File: src/rtl/dcache_pkg.sv
// Shared types and constants for the 2-way set-associative data cache.
// Holds the controller state enum, width constants and address-field helpers.
package dcache_pkg;

    localparam int DC_ADDR_W  = 32;
    localparam int DC_DATA_W  = 32;
    localparam int DC_INDEX_W = 2;
    localparam int DC_TAG_W   = DC_ADDR_W - DC_INDEX_W - 2;
    localparam int DC_SETS    = 1 << DC_INDEX_W;

    typedef enum logic [2:0] {
        IDLE,
        LOOKUP,
        COMPARE,
        WB,
        REFILL,
        ALLOC,
        RESP
    } state_t;

    typedef struct packed {
        logic [DC_TAG_W-1:0]   tag;
        logic [DC_INDEX_W-1:0] index;
        logic [1:0]            offset;
    } addr_fields_t;

    function automatic addr_fields_t split_addr(
        input logic [DC_ADDR_W-1:0] a
    );
        return addr_fields_t'(a);
    endfunction

    function automatic logic [DC_ADDR_W-1:0] line_addr(
        input logic [DC_TAG_W-1:0]   tag,
        input logic [DC_INDEX_W-1:0] index
    );
        return {tag, index, 2'b00};
    endfunction

endpackage

File: src/rtl/dcache_tag_array.sv
// Per-set tag/valid/dirty state for both ways plus the per-set LRU bit.
// Ports: clk, rst_n; rd_index -> rd_* (combinational read); one write
// port (wr_en/wr_index/wr_way/wr_tag/wr_valid/wr_dirty) and lru_en/lru_val
// which update the LRU bit of wr_index. Valid/dirty/LRU reset async; tags not.
module dcache_tag_array
    import dcache_pkg::*;
#(
    parameter int TAG_W   = DC_TAG_W,
    parameter int INDEX_W = DC_INDEX_W
) (
    input  logic               clk,
    input  logic               rst_n,
    input  logic [INDEX_W-1:0] rd_index,
    output logic               rd_valid0,
    output logic               rd_valid1,
    output logic               rd_dirty0,
    output logic               rd_dirty1,
    output logic [TAG_W-1:0]   rd_tag0,
    output logic [TAG_W-1:0]   rd_tag1,
    output logic               rd_lru,
    input  logic               wr_en,
    input  logic [INDEX_W-1:0] wr_index,
    input  logic               wr_way,
    input  logic [TAG_W-1:0]   wr_tag,
    input  logic               wr_valid,
    input  logic               wr_dirty,
    input  logic               lru_en,
    input  logic               lru_val
);

    localparam int SETS = 1 << INDEX_W;

    logic [SETS-1:0]  valid0_q;
    logic [SETS-1:0]  valid1_q;
    logic [SETS-1:0]  dirty0_q;
    logic [SETS-1:0]  dirty1_q;
    logic [SETS-1:0]  lru_q;
    logic [TAG_W-1:0] tag0_q [SETS];
    logic [TAG_W-1:0] tag1_q [SETS];

    always_ff @(posedge clk or negedge rst_n) begin
        if (!rst_n) begin
            valid0_q <= '0;
            valid1_q <= '0;
            dirty0_q <= '0;
            dirty1_q <= '0;
            lru_q    <= '0;
        end else begin
            if (wr_en) begin
                if (wr_way) begin
                    valid1_q[wr_index] <= wr_valid;
                    dirty1_q[wr_index] <= wr_dirty;
                end else begin
                    valid0_q[wr_index] <= wr_valid;
                    dirty0_q[wr_index] <= wr_dirty;
                end
            end
            if (lru_en) begin
                lru_q[wr_index] <= lru_val;
            end
        end
    end

    always_ff @(posedge clk) begin
        if (wr_en) begin
            if (wr_way) begin
                tag1_q[wr_index] <= wr_tag;
            end else begin
                tag0_q[wr_index] <= wr_tag;
            end
        end
    end

    assign rd_valid0 = valid0_q[rd_index];
    assign rd_valid1 = valid1_q[rd_index];
    assign rd_dirty0 = dirty0_q[rd_index];
    assign rd_dirty1 = dirty1_q[rd_index];
    assign rd_tag0   = tag0_q[rd_index];
    assign rd_tag1   = tag1_q[rd_index];
    assign rd_lru    = lru_q[rd_index];

endmodule

File: src/rtl/dcache_ctrl.sv
// Control stage of the 2-way data cache: FSM, data array and miss handling.
// Ports: cpu_req_* / cpu_resp_* CPU side; v_way*/tag_way*/tag_memory to the
// hit stage, hit0/hit1/hit_all back from it; mem_req_* / mem_resp_* memory.
module dcache_ctrl
    import dcache_pkg::*;
#(
    parameter int TAG_W   = DC_TAG_W,
    parameter int INDEX_W = DC_INDEX_W,
    parameter int ADDR_W  = DC_ADDR_W,
    parameter int DATA_W  = DC_DATA_W
) (
    input  logic              clk,
    input  logic              rst_n,
    input  logic              cpu_req_valid,
    input  logic              cpu_req_we,
    input  logic [ADDR_W-1:0] cpu_req_addr,
    input  logic [DATA_W-1:0] cpu_req_wdata,
    output logic              cpu_req_ready,
    output logic              cpu_resp_valid,
    output logic [DATA_W-1:0] cpu_resp_rdata,
    output logic              v_way0,
    output logic              v_way1,
    output logic [TAG_W-1:0]  tag_way0,
    output logic [TAG_W-1:0]  tag_way1,
    output logic [TAG_W-1:0]  tag_memory,
    input  logic              hit0,
    input  logic              hit1,
    input  logic              hit_all,
    output logic              mem_req_valid,
    output logic              mem_req_we,
    output logic [ADDR_W-1:0] mem_req_addr,
    output logic [DATA_W-1:0] mem_req_wdata,
    input  logic              mem_req_ready,
    input  logic              mem_resp_valid,
    input  logic [DATA_W-1:0] mem_resp_rdata
);

    state_t state_q;
    state_t state_d;

    addr_fields_t in_f;
    logic         offset_unused;

    logic               req_we_q;
    logic [TAG_W-1:0]   req_tag_q;
    logic [INDEX_W-1:0] req_index_q;
    logic [DATA_W-1:0]  req_wdata_q;
    logic               victim_q;
    logic [DATA_W-1:0]  rdata_q;
    logic               refill_sent_q;

    logic [DATA_W-1:0] data_q [DC_SETS][2];

    logic [INDEX_W-1:0] rd_index;
    logic               t_v0;
    logic               t_v1;
    logic               t_d0;
    logic               t_d1;
    logic [TAG_W-1:0]   t_tag0;
    logic [TAG_W-1:0]   t_tag1;
    logic               t_lru;

    logic               tw_en;
    logic               tw_way;
    logic [TAG_W-1:0]   tw_tag;
    logic               tw_valid;
    logic               tw_dirty;
    logic               lru_en;
    logic               lru_val;
    logic               data_we;
    logic               data_way;
    logic [DATA_W-1:0]  data_wdata;

    logic               hit_way;
    logic               miss_victim;
    logic               victim_dirty;
    logic [TAG_W-1:0]   victim_tag;
    logic               refill_done;

    assign in_f          = split_addr(cpu_req_addr);
    assign offset_unused = ^in_f.offset;

    // Before accept the set comes from the live request so the lookup
    // registers can be loaded on the accept edge.
    assign rd_index = (state_q == IDLE) ? in_f.index : req_index_q;

    dcache_tag_array #(
        .TAG_W   (TAG_W),
        .INDEX_W (INDEX_W)
    ) u_tags (
        .clk       (clk),
        .rst_n     (rst_n),
        .rd_index  (rd_index),
        .rd_valid0 (t_v0),
        .rd_valid1 (t_v1),
        .rd_dirty0 (t_d0),
        .rd_dirty1 (t_d1),
        .rd_tag0   (t_tag0),
        .rd_tag1   (t_tag1),
        .rd_lru    (t_lru),
        .wr_en     (tw_en),
        .wr_index  (req_index_q),
        .wr_way    (tw_way),
        .wr_tag    (tw_tag),
        .wr_valid  (tw_valid),
        .wr_dirty  (tw_dirty),
        .lru_en    (lru_en),
        .lru_val   (lru_val)
    );

    // Way0 wins if the hit stage ever flags both ways.
    assign hit_way      = ~hit0;
    assign miss_victim  = !t_v0 ? 1'b0 : (!t_v1 ? 1'b1 : t_lru);
    assign victim_dirty = miss_victim ? (t_v1 & t_d1) : (t_v0 & t_d0);
    assign victim_tag   = victim_q ? t_tag1 : t_tag0;
    assign refill_done  = refill_sent_q & mem_resp_valid;

    always_ff @(posedge clk or negedge rst_n) begin
        if (!rst_n) begin
            state_q <= IDLE;
        end else begin
            state_q <= state_d;
        end
    end

    always_comb begin
        state_d = state_q;
        unique case (state_q)
            IDLE:    if (cpu_req_valid) state_d = LOOKUP;
            LOOKUP:  state_d = COMPARE;
            COMPARE: begin
                if (hit_all) begin
                    state_d = RESP;
                end else if (victim_dirty) begin
                    state_d = WB;
                end else begin
                    state_d = req_we_q ? ALLOC : REFILL;
                end
            end
            WB: begin
                if (mem_req_ready) begin
                    state_d = req_we_q ? ALLOC : REFILL;
                end
            end
            REFILL:  if (refill_done) state_d = RESP;
            ALLOC:   state_d = RESP;
            RESP:    state_d = IDLE;
            default: state_d = IDLE;
        endcase
    end

    always_comb begin
        cpu_req_ready  = rst_n & (state_q == IDLE);
        cpu_resp_valid = (state_q == RESP);
        cpu_resp_rdata = '0;
        mem_req_valid  = 1'b0;
        mem_req_we     = 1'b0;
        mem_req_addr   = '0;
        mem_req_wdata  = '0;
        tw_en          = 1'b0;
        tw_way         = 1'b0;
        tw_tag         = req_tag_q;
        tw_valid       = 1'b1;
        tw_dirty       = 1'b0;
        lru_en         = 1'b0;
        lru_val        = 1'b0;
        data_we        = 1'b0;
        data_way       = 1'b0;
        data_wdata     = req_wdata_q;
        unique case (state_q)
            COMPARE: begin
                if (hit_all) begin
                    lru_en  = 1'b1;
                    lru_val = ~hit_way;
                    if (req_we_q) begin
                        tw_en    = 1'b1;
                        tw_way   = hit_way;
                        tw_dirty = 1'b1;
                        data_we  = 1'b1;
                        data_way = hit_way;
                    end
                end
            end
            WB: begin
                mem_req_valid = 1'b1;
                mem_req_we    = 1'b1;
                mem_req_addr  = line_addr(victim_tag, req_index_q);
                mem_req_wdata = data_q[req_index_q][victim_q];
                if (mem_req_ready) begin
                    tw_en  = 1'b1;
                    tw_way = victim_q;
                    tw_tag = victim_tag;
                end
            end
            REFILL: begin
                mem_req_valid = ~refill_sent_q;
                mem_req_addr  = refill_sent_q ? '0
                              : line_addr(req_tag_q, req_index_q);
                if (refill_done) begin
                    tw_en      = 1'b1;
                    tw_way     = victim_q;
                    lru_en     = 1'b1;
                    lru_val    = ~victim_q;
                    data_we    = 1'b1;
                    data_way   = victim_q;
                    data_wdata = mem_resp_rdata;
                end
            end
            ALLOC: begin
                tw_en    = 1'b1;
                tw_way   = victim_q;
                tw_dirty = 1'b1;
                lru_en   = 1'b1;
                lru_val  = ~victim_q;
                data_we  = 1'b1;
                data_way = victim_q;
            end
            RESP: begin
                if (!req_we_q) cpu_resp_rdata = rdata_q;
            end
            default: ;
        endcase
    end

    always_ff @(posedge clk or negedge rst_n) begin
        if (!rst_n) begin
            req_we_q      <= 1'b0;
            req_tag_q     <= '0;
            req_index_q   <= '0;
            req_wdata_q   <= '0;
            victim_q      <= 1'b0;
            rdata_q       <= '0;
            refill_sent_q <= 1'b0;
            v_way0        <= 1'b0;
            v_way1        <= 1'b0;
            tag_way0      <= '0;
            tag_way1      <= '0;
            tag_memory    <= '0;
        end else begin
            if (state_q == IDLE && cpu_req_valid) begin
                req_we_q    <= cpu_req_we;
                req_tag_q   <= in_f.tag;
                req_index_q <= in_f.index;
                req_wdata_q <= cpu_req_wdata;
                v_way0      <= t_v0;
                v_way1      <= t_v1;
                tag_way0    <= t_tag0;
                tag_way1    <= t_tag1;
                tag_memory  <= in_f.tag;
            end
            if (state_q == COMPARE) begin
                victim_q <= miss_victim;
                if (hit_all && !req_we_q) begin
                    rdata_q <= data_q[req_index_q][hit_way];
                end
            end
            if (state_q == REFILL && refill_done) begin
                rdata_q <= mem_resp_rdata;
            end
            // Marks that the refill read was accepted; now waiting for data.
            refill_sent_q <= (state_q == REFILL)
                           & (refill_sent_q | mem_req_ready);
        end
    end

    always_ff @(posedge clk) begin
        if (data_we) begin
            data_q[req_index_q][data_way] <= data_wdata;
        end
    end

endmodule

File: config.mk
export PLATFORM = sky130hd
export DESIGN_NAME = dcache_ctrl
export DESIGN_NICKNAME = d
export VERILOG_FILES = /design/src/rtl/dcache_pkg.sv /design/src/rtl/dcache_tag_array.sv /design/src/rtl/dcache_ctrl.sv
export SDC_FILE = /design/constraint.sdc
export NUM_CORES = 1
export LEC_CHECK = 0
export ABC_AREA = 1
export ABC_CLOCK_PERIOD_IN_PS = 3750
export CAP_MARGIN = 5
export CORE_ASPECT_RATIO = 1.75
export CORE_MARGIN = 3
export CORE_UTILIZATION = 45
export CTS_CLUSTER_DIAMETER = 100
export DETAILED_ROUTE_END_ITERATION = 7
export GPL_TIMING_DRIVEN = 0
export PLACE_DENSITY = 0.66
export SYNTH_ARGS = -nofsm -noshare
export SYNTH_HDL_FRONTEND = slang
export SYNTH_SLANG_ARGS = --single-unit
File: constraint.sdc
create_clock -name clk -period 3.75 [get_ports clk]
set_input_delay 0.75 -clock clk [delete_from_list [all_inputs] [get_ports clk]]
set_output_delay 0.75 -clock clk [all_outputs]
set_load 0.02 [all_outputs]
Yosys cells after proc, flatten, opt, wreduce, memory -nomap -nowiden
Memory sizes are Yosys's and may differ from the RTL's. Index checks and enable logic that the tools add are counted.

Bitwise operators: 15. Equal/unequal tests: 9. Multiplexer cells: 75. Reductions and logical operators: 13. $lt $le $gt $ge: 7.

Operators with widths (count): $mux W32 (16); $mux W28 (3); $mux W64 (1); $pmux W32 S2 (1); $demux W32 S1 (1); $mux W1 (29); $pmux W3 S6 (1); $mux W3 (5); $bwmux W4 (3); $pmux W1 S3 (4); $bmux W1 S2 (5); $eq A3 B3 Y1 const B (3); $or A4 B4 Y4 (2); $pmux W1 S4 (2); $eq A3 B2 Y1 const B (2); $ge A2 B2 Y1 const B (3); $lt A2 B3 Y1 const B (2); $ne A2 B2 Y1 const B (3); $not A1 Y2 (3); $reduce_and A2 Y1 (3); $and A1 B1 Y1 (5); $logic_and A1 B1 Y1 (5); $not A1 Y1 (4); $pmux W1 S2 (2); 10 further kinds (11).

Input port bits: 105. Word-level logic and storage cells: 139. RAM bits: 480. Output and inout bits: 186. Memories kept: 3. Register bits after elaboration: 178.

Memories: data_q (words 4, bits a word 64, rd ports 1, clocked after Yosys merged registers in 0, write ports 1, RTL line dcache_ctrl.sv:52) `logic [DATA_W-1:0] data_q [DC_SETS][2];`; u_tags.tag0_q (words 4, bits a word 28, rd ports 1, clocked after Yosys merged registers in 0, write ports 1, RTL line dcache_tag_array.sv:38) `logic [TAG_W-1:0] tag0_q [SETS];`; u_tags.tag1_q (words 4, bits a word 28, rd ports 1, clocked after Yosys merged registers in 0, write ports 1, RTL line dcache_tag_array.sv:39) `logic [TAG_W-1:0] tag1_q [SETS];`.

Depth between registers and ports, before layout
Word-level depth: 10. Depth in mapped cells: 16. Depth with buffers taken out: 15.

Cells and area by module
A second synthesis with hierarchy kept.

Cell total of the unflattened synthesis: 3035. Area, all modules: 29260.6 µm².

Modules (own cells, without submodules): dcache_ctrl (cells each 2043, instances 1, area an instance 18809.3 µm²); dcache_tag_array (cells each 992, instances 1, area an instance 10451.3 µm²).

Worst setup path before layout
No wires, ideal clock.

Kind: input port to flip-flop. Start point: input port hit0. End point: memory data_q[0][32] in the netlist's numbering (enable). Data arrival time: 2873 ps. Library setup time: 421 ps. Required time: 3329 ps. Path buffers: 1. Slack: 456 ps. Cell stages on the path: 5. Cell sequence: clkbuf_1 -> inv_1 -> a22oi_4 -> o21ai_0 -> nor2_1.

Longest elaborated chain between the ends: 10. Elaborated cells between the ends (all ways): 11. Classes of those cells: 2 x order compare; 6 x mux; 2 x bitwise; 1 x reduce/logical.

Ends and longest elaborated chain: start, declared (RTL line dcache_ctrl.sv:26) `input logic hit0,`; $not A1 Y1 (*) (RTL line dcache_ctrl.sv:112) `assign hit_way = ~hit0;`; $mux W1 (*) (RTL line dcache_ctrl.sv:175) `if (req_we_q) begin`; $mux W1 (*) (RTL line dcache_ctrl.sv:172) `if (hit_all) begin`; $pmux W1 S3 (*) (RTL line dcache_ctrl.sv:170) `unique case (state_q)`; $not A1 Y2 (not written as such) (*) (RTL line dcache_ctrl.sv:268) `data_q[req_index_q][data_way] <= data_wdata;`; $ge A2 B2 Y1 (not written as such) / $lt A2 B1 Y1 (equally long branches) (RTL line dcache_ctrl.sv:268); $logic_and A1 B1 Y1 (not written as such) (RTL line dcache_ctrl.sv:268); $mux W32 (not written as such) (RTL line dcache_ctrl.sv:268); $demux W32 S1 (*) (RTL line dcache_ctrl.sv:268); $mux W64 (not written as such) (*) (RTL line dcache_ctrl.sv:268); end, declared (RTL line dcache_ctrl.sv:52).

Mark *: on every way between the ends. The rest lies on a longest branch, timed or not.

Worst setup path in the final report
Start point: register req_index_q[0]. End point: output port mem_req_wdata[4].

Longest elaborated chain between the ends: 5.

Ends and longest elaborated chain: start, declared (RTL line dcache_ctrl.sv:46) `logic [INDEX_W-1:0] req_index_q;`; start signal, assigned (RTL line dcache_ctrl.sv:243) `req_index_q <= in_f.index;`; $mem_v2 Z4 W64; $mux W32 (not written as such) (3 in series) (RTL line dcache_ctrl.sv:188) `mem_req_wdata = data_q[req_index_q][victim_q];`; $mux W32 (RTL line dcache_ctrl.sv:170); end, declared (RTL line dcache_ctrl.sv:32) `output logic [DATA_W-1:0] mem_req_wdata,`.

Every way passes these cells. The select of a mux whose other input is x is not followed.

==> results.toml <==
[status]
outcome = "finished clean"

[setup_path]
crit_path_cell_trace = "nand2_4 -> inv_1 -> clkbuf_2 -> a221oi_2 -> inv_1 -> o21ai_0 -> a21oi_2 -> dlygate4sd2_1"
cp-start-kind = "flop"
r2r_slack_ns = 0.48
slowest_delay_ns = 0.50
r2r_end = "u_tags.tag0_q[1][21]"
cp-startpoint = "req_index_q[0]"
worstReg2RegStart = "state_q[1]"
r2r_cells = 9
required_ns = 3.00
cp-end-kind = "output pin"
cpMaxStageDelayCell = "dfrtp_2"
crit_arrival_ns = 2.98
crit_fanout = 10
path_common_cell = "inv_1"
path_class = "reg2out"

[synthesis]
synthesis.area_um2 = 27020
dominantRegCellSynth = "edfxtp_1"
synth_seq_area_share = 0.6982
netlist_top_cells_count = "573 x nand2_1, 480 x edfxtp_1, 279 x o21ai_0, 199 x nor2_1, 178 x dfrtp_1"
yosysWarnings = 0
synth_area_leaders = "edfxtp_1 53%, dfrtp_1 16%, nand2_1 8.0%"
synthCells = 2414
synth_cell_type_count = 39
yosysMostFrequentCell = "nand2_1"
async_flop_share = 0.2705
synth_top_area_cell = "edfxtp_1"
synth_top_cell_area_share = 0.5334
synth_edf_count = 480
avgSynthCellArea_um2 = 11.19
ys_ff_latch = 658

[finish]
layout.nets = 2907
regArea_um2 = 18870
fin_area_um2 = 34210
layout-drive-gt1-share = 0.1403
syn2layout_area_growth_pct = 26.60
multi_input_area_um2 = 7497
stdcell_count = 3631
n_antenna_cell = 0
fillCellCount = 4898

[clock_network]
clk_latency_ns = 0.62
postCtsHoldBufs = 0
cts_buffer_depth = 3
cts_tree = "done"
root_buffer = "clkbuf_16"
cts_sinks = 658
clk_pin_slew_ns = 0.07
cts_buffers = 58
ctsHtreeMaxLevel = 2

[floorplan]
die_h_um = 330.2
die_area_um2 = 63140
start_util = 0.4553
die_w_um = 191.2
core_um2 = 59350
pin_count = 291
rows = 118

[sta]
setup_tns_ns = 0
rsz0062_at_grt = "yes"
finClkSkew_ns = 0.02463
hold_viol_final = 0
fin_crit_sh = 0.9934
slew_violations = 0
clock.fmax_mhz = 268.4
maxSlewHeadroom = 0.1834
tightest_slew_ns = 1.212
period_needed_ns = 3.725
fin_hold_ws_ns = 0.08306
setup_viol_count_final = 0

[power]
peakVddDrop_mv = 0.5622
power_leakage_uw = 0.01372
power_density_nw_per_um2 = 926.0

[placed_design]
portBuffers = 284
hpwl_mm = 62.17
gp_routability_congestion = 0.9096
placed_cells = 3492
place_area_um2 = 31210

[global_routing]
grtUsageTotal = 0.2723
grt_pass1_vias = 20920
antenna_found_initial = 2
grt_max_degree = 117
overflow = 0
grt_first_pass_wirelength_mm = 127.7

[route]
vias_per_cell = 5.664
drt_wl_total_mm = 88.12
ant_nets = 0
wl_per_cell_um = 24.27
drc_errors = 0
vias = 20570
dr.pass1.iters = 5
drt_iter0_markers = 1752

[flow_run]
maxCapViolCount = 0

[worst_hold_path]
hp-class = "in2async"
per-stage QoR:
stage	util	worst slack, ns	power (µW)
CTS	0.5697	-0.2282	30910
finish	0.5764	0.02471	31680
floorplan	-	0.4558	18080
global route	0.5764	-0.07608	33120
detailed placement	0.5258	-0.9436	23680
global placement	0.5197	-6.021	23270
flip-flops by register name (all words and copies together) (netlist names), 28 cells and up:
| signal | cells |
|---|---|
| u_tags.tag1_q | 112 |
| req_tag_q | 28 |
| tag_way1 | 28 |
| rdata_q | 32 |
| tag_way0 | 28 |
| u_tags.tag0_q | 112 |
| data_q | 256 |
| req_wdata_q | 32 |
placed cells by master, fill, tap and decap left out, types with 34 or more instances in the layout:
cell type and count:
a21oi_1 37, a221oi_2 34, a31oi_1 36, buf_4 60, clkbuf_1 57, clkbuf_16 60, clkdlybuf4s50_1 220, dfrtp_1 175
edfxtp_1 480, inv_1 171, nand2_1 570, nand3_1 56, nor2_1 190, o21ai_0 258, o21ai_1 66
worst max-delay path, delay by kind of cell (launching register included):
kind	cells	cell delay [ns]
buf+inv	4	0.91
compound gates	3	0.73
flops	1	0.50
simple gates	1	0.19
worst max path at each step:
stage                       endpoint  slack, ns  depth (start not counted)
floorplan              data_q[0][32]       0.46                          5
global placement     req_wdata_q[18]      -6.02                          1
detailed placement  mem_req_addr[24]      -0.94                          9
CTS                 mem_req_wdata[3]      -0.23                          8
global route        mem_req_addr[20]      -0.08                         11
finish              mem_req_wdata[4]       0.02                          8
cell type report:
class / instances / share of cell area
clock inverter: 36 / 0.01404
inverter: 179 / 0.01971
sequential: 658 / 0.5516
buffer: 146 / 0.02436
multi-input combinational: 1433 / 0.2191
tap: 780 / 0.02853
timing repair buffer: 326 / 0.09523
clock buffer: 73 / 0.04736
logic make-up (layout without fill, tap and decap cells):
group                  Yosys count  count (layout)  share of synthesized area
other                            1               2                  0.0001388
and+or+nand+nor                860             862                     0.1292
buffers and inverters          326             760                    0.04811
AOI/OAI and AO/OA              569             569                     0.1243
DFF                            658             658                     0.6982
power breakdown:
group          switching [µW]  internal, µW  leakage [µW]  total (µW)
registers                 700         10200       0.00652       10900
clock network            2760          3780       0.00103        6540
logic                    9590          4710       0.00618       14300
routing by layer:
layer / share of wire / GRT usage / vias up
met3: 0.074 / 0.04513 / 256
met1: 0.34 / 0.2966 / 10010
met4: 0.055 / 0.1427 / 2
li1: - / - / 9176
met5: 0.00019 / 0 / -
met2: 0.53 / 0.5023 / 1127
timing repair:
| action | in CTS | in global routing |
|---|---|---|
| resized for setup | 269 | 144 |
| setup endpoints to repair | 96 | 64 |
| endpoints found under the hold margin | 0 | 0 |
| pin swaps | 12 | 13 |
| buffers inserted | 16 | 13 |
| gates cloned | 1 | 1 |
Note: power is estimated with default switching activity, not from simulation.
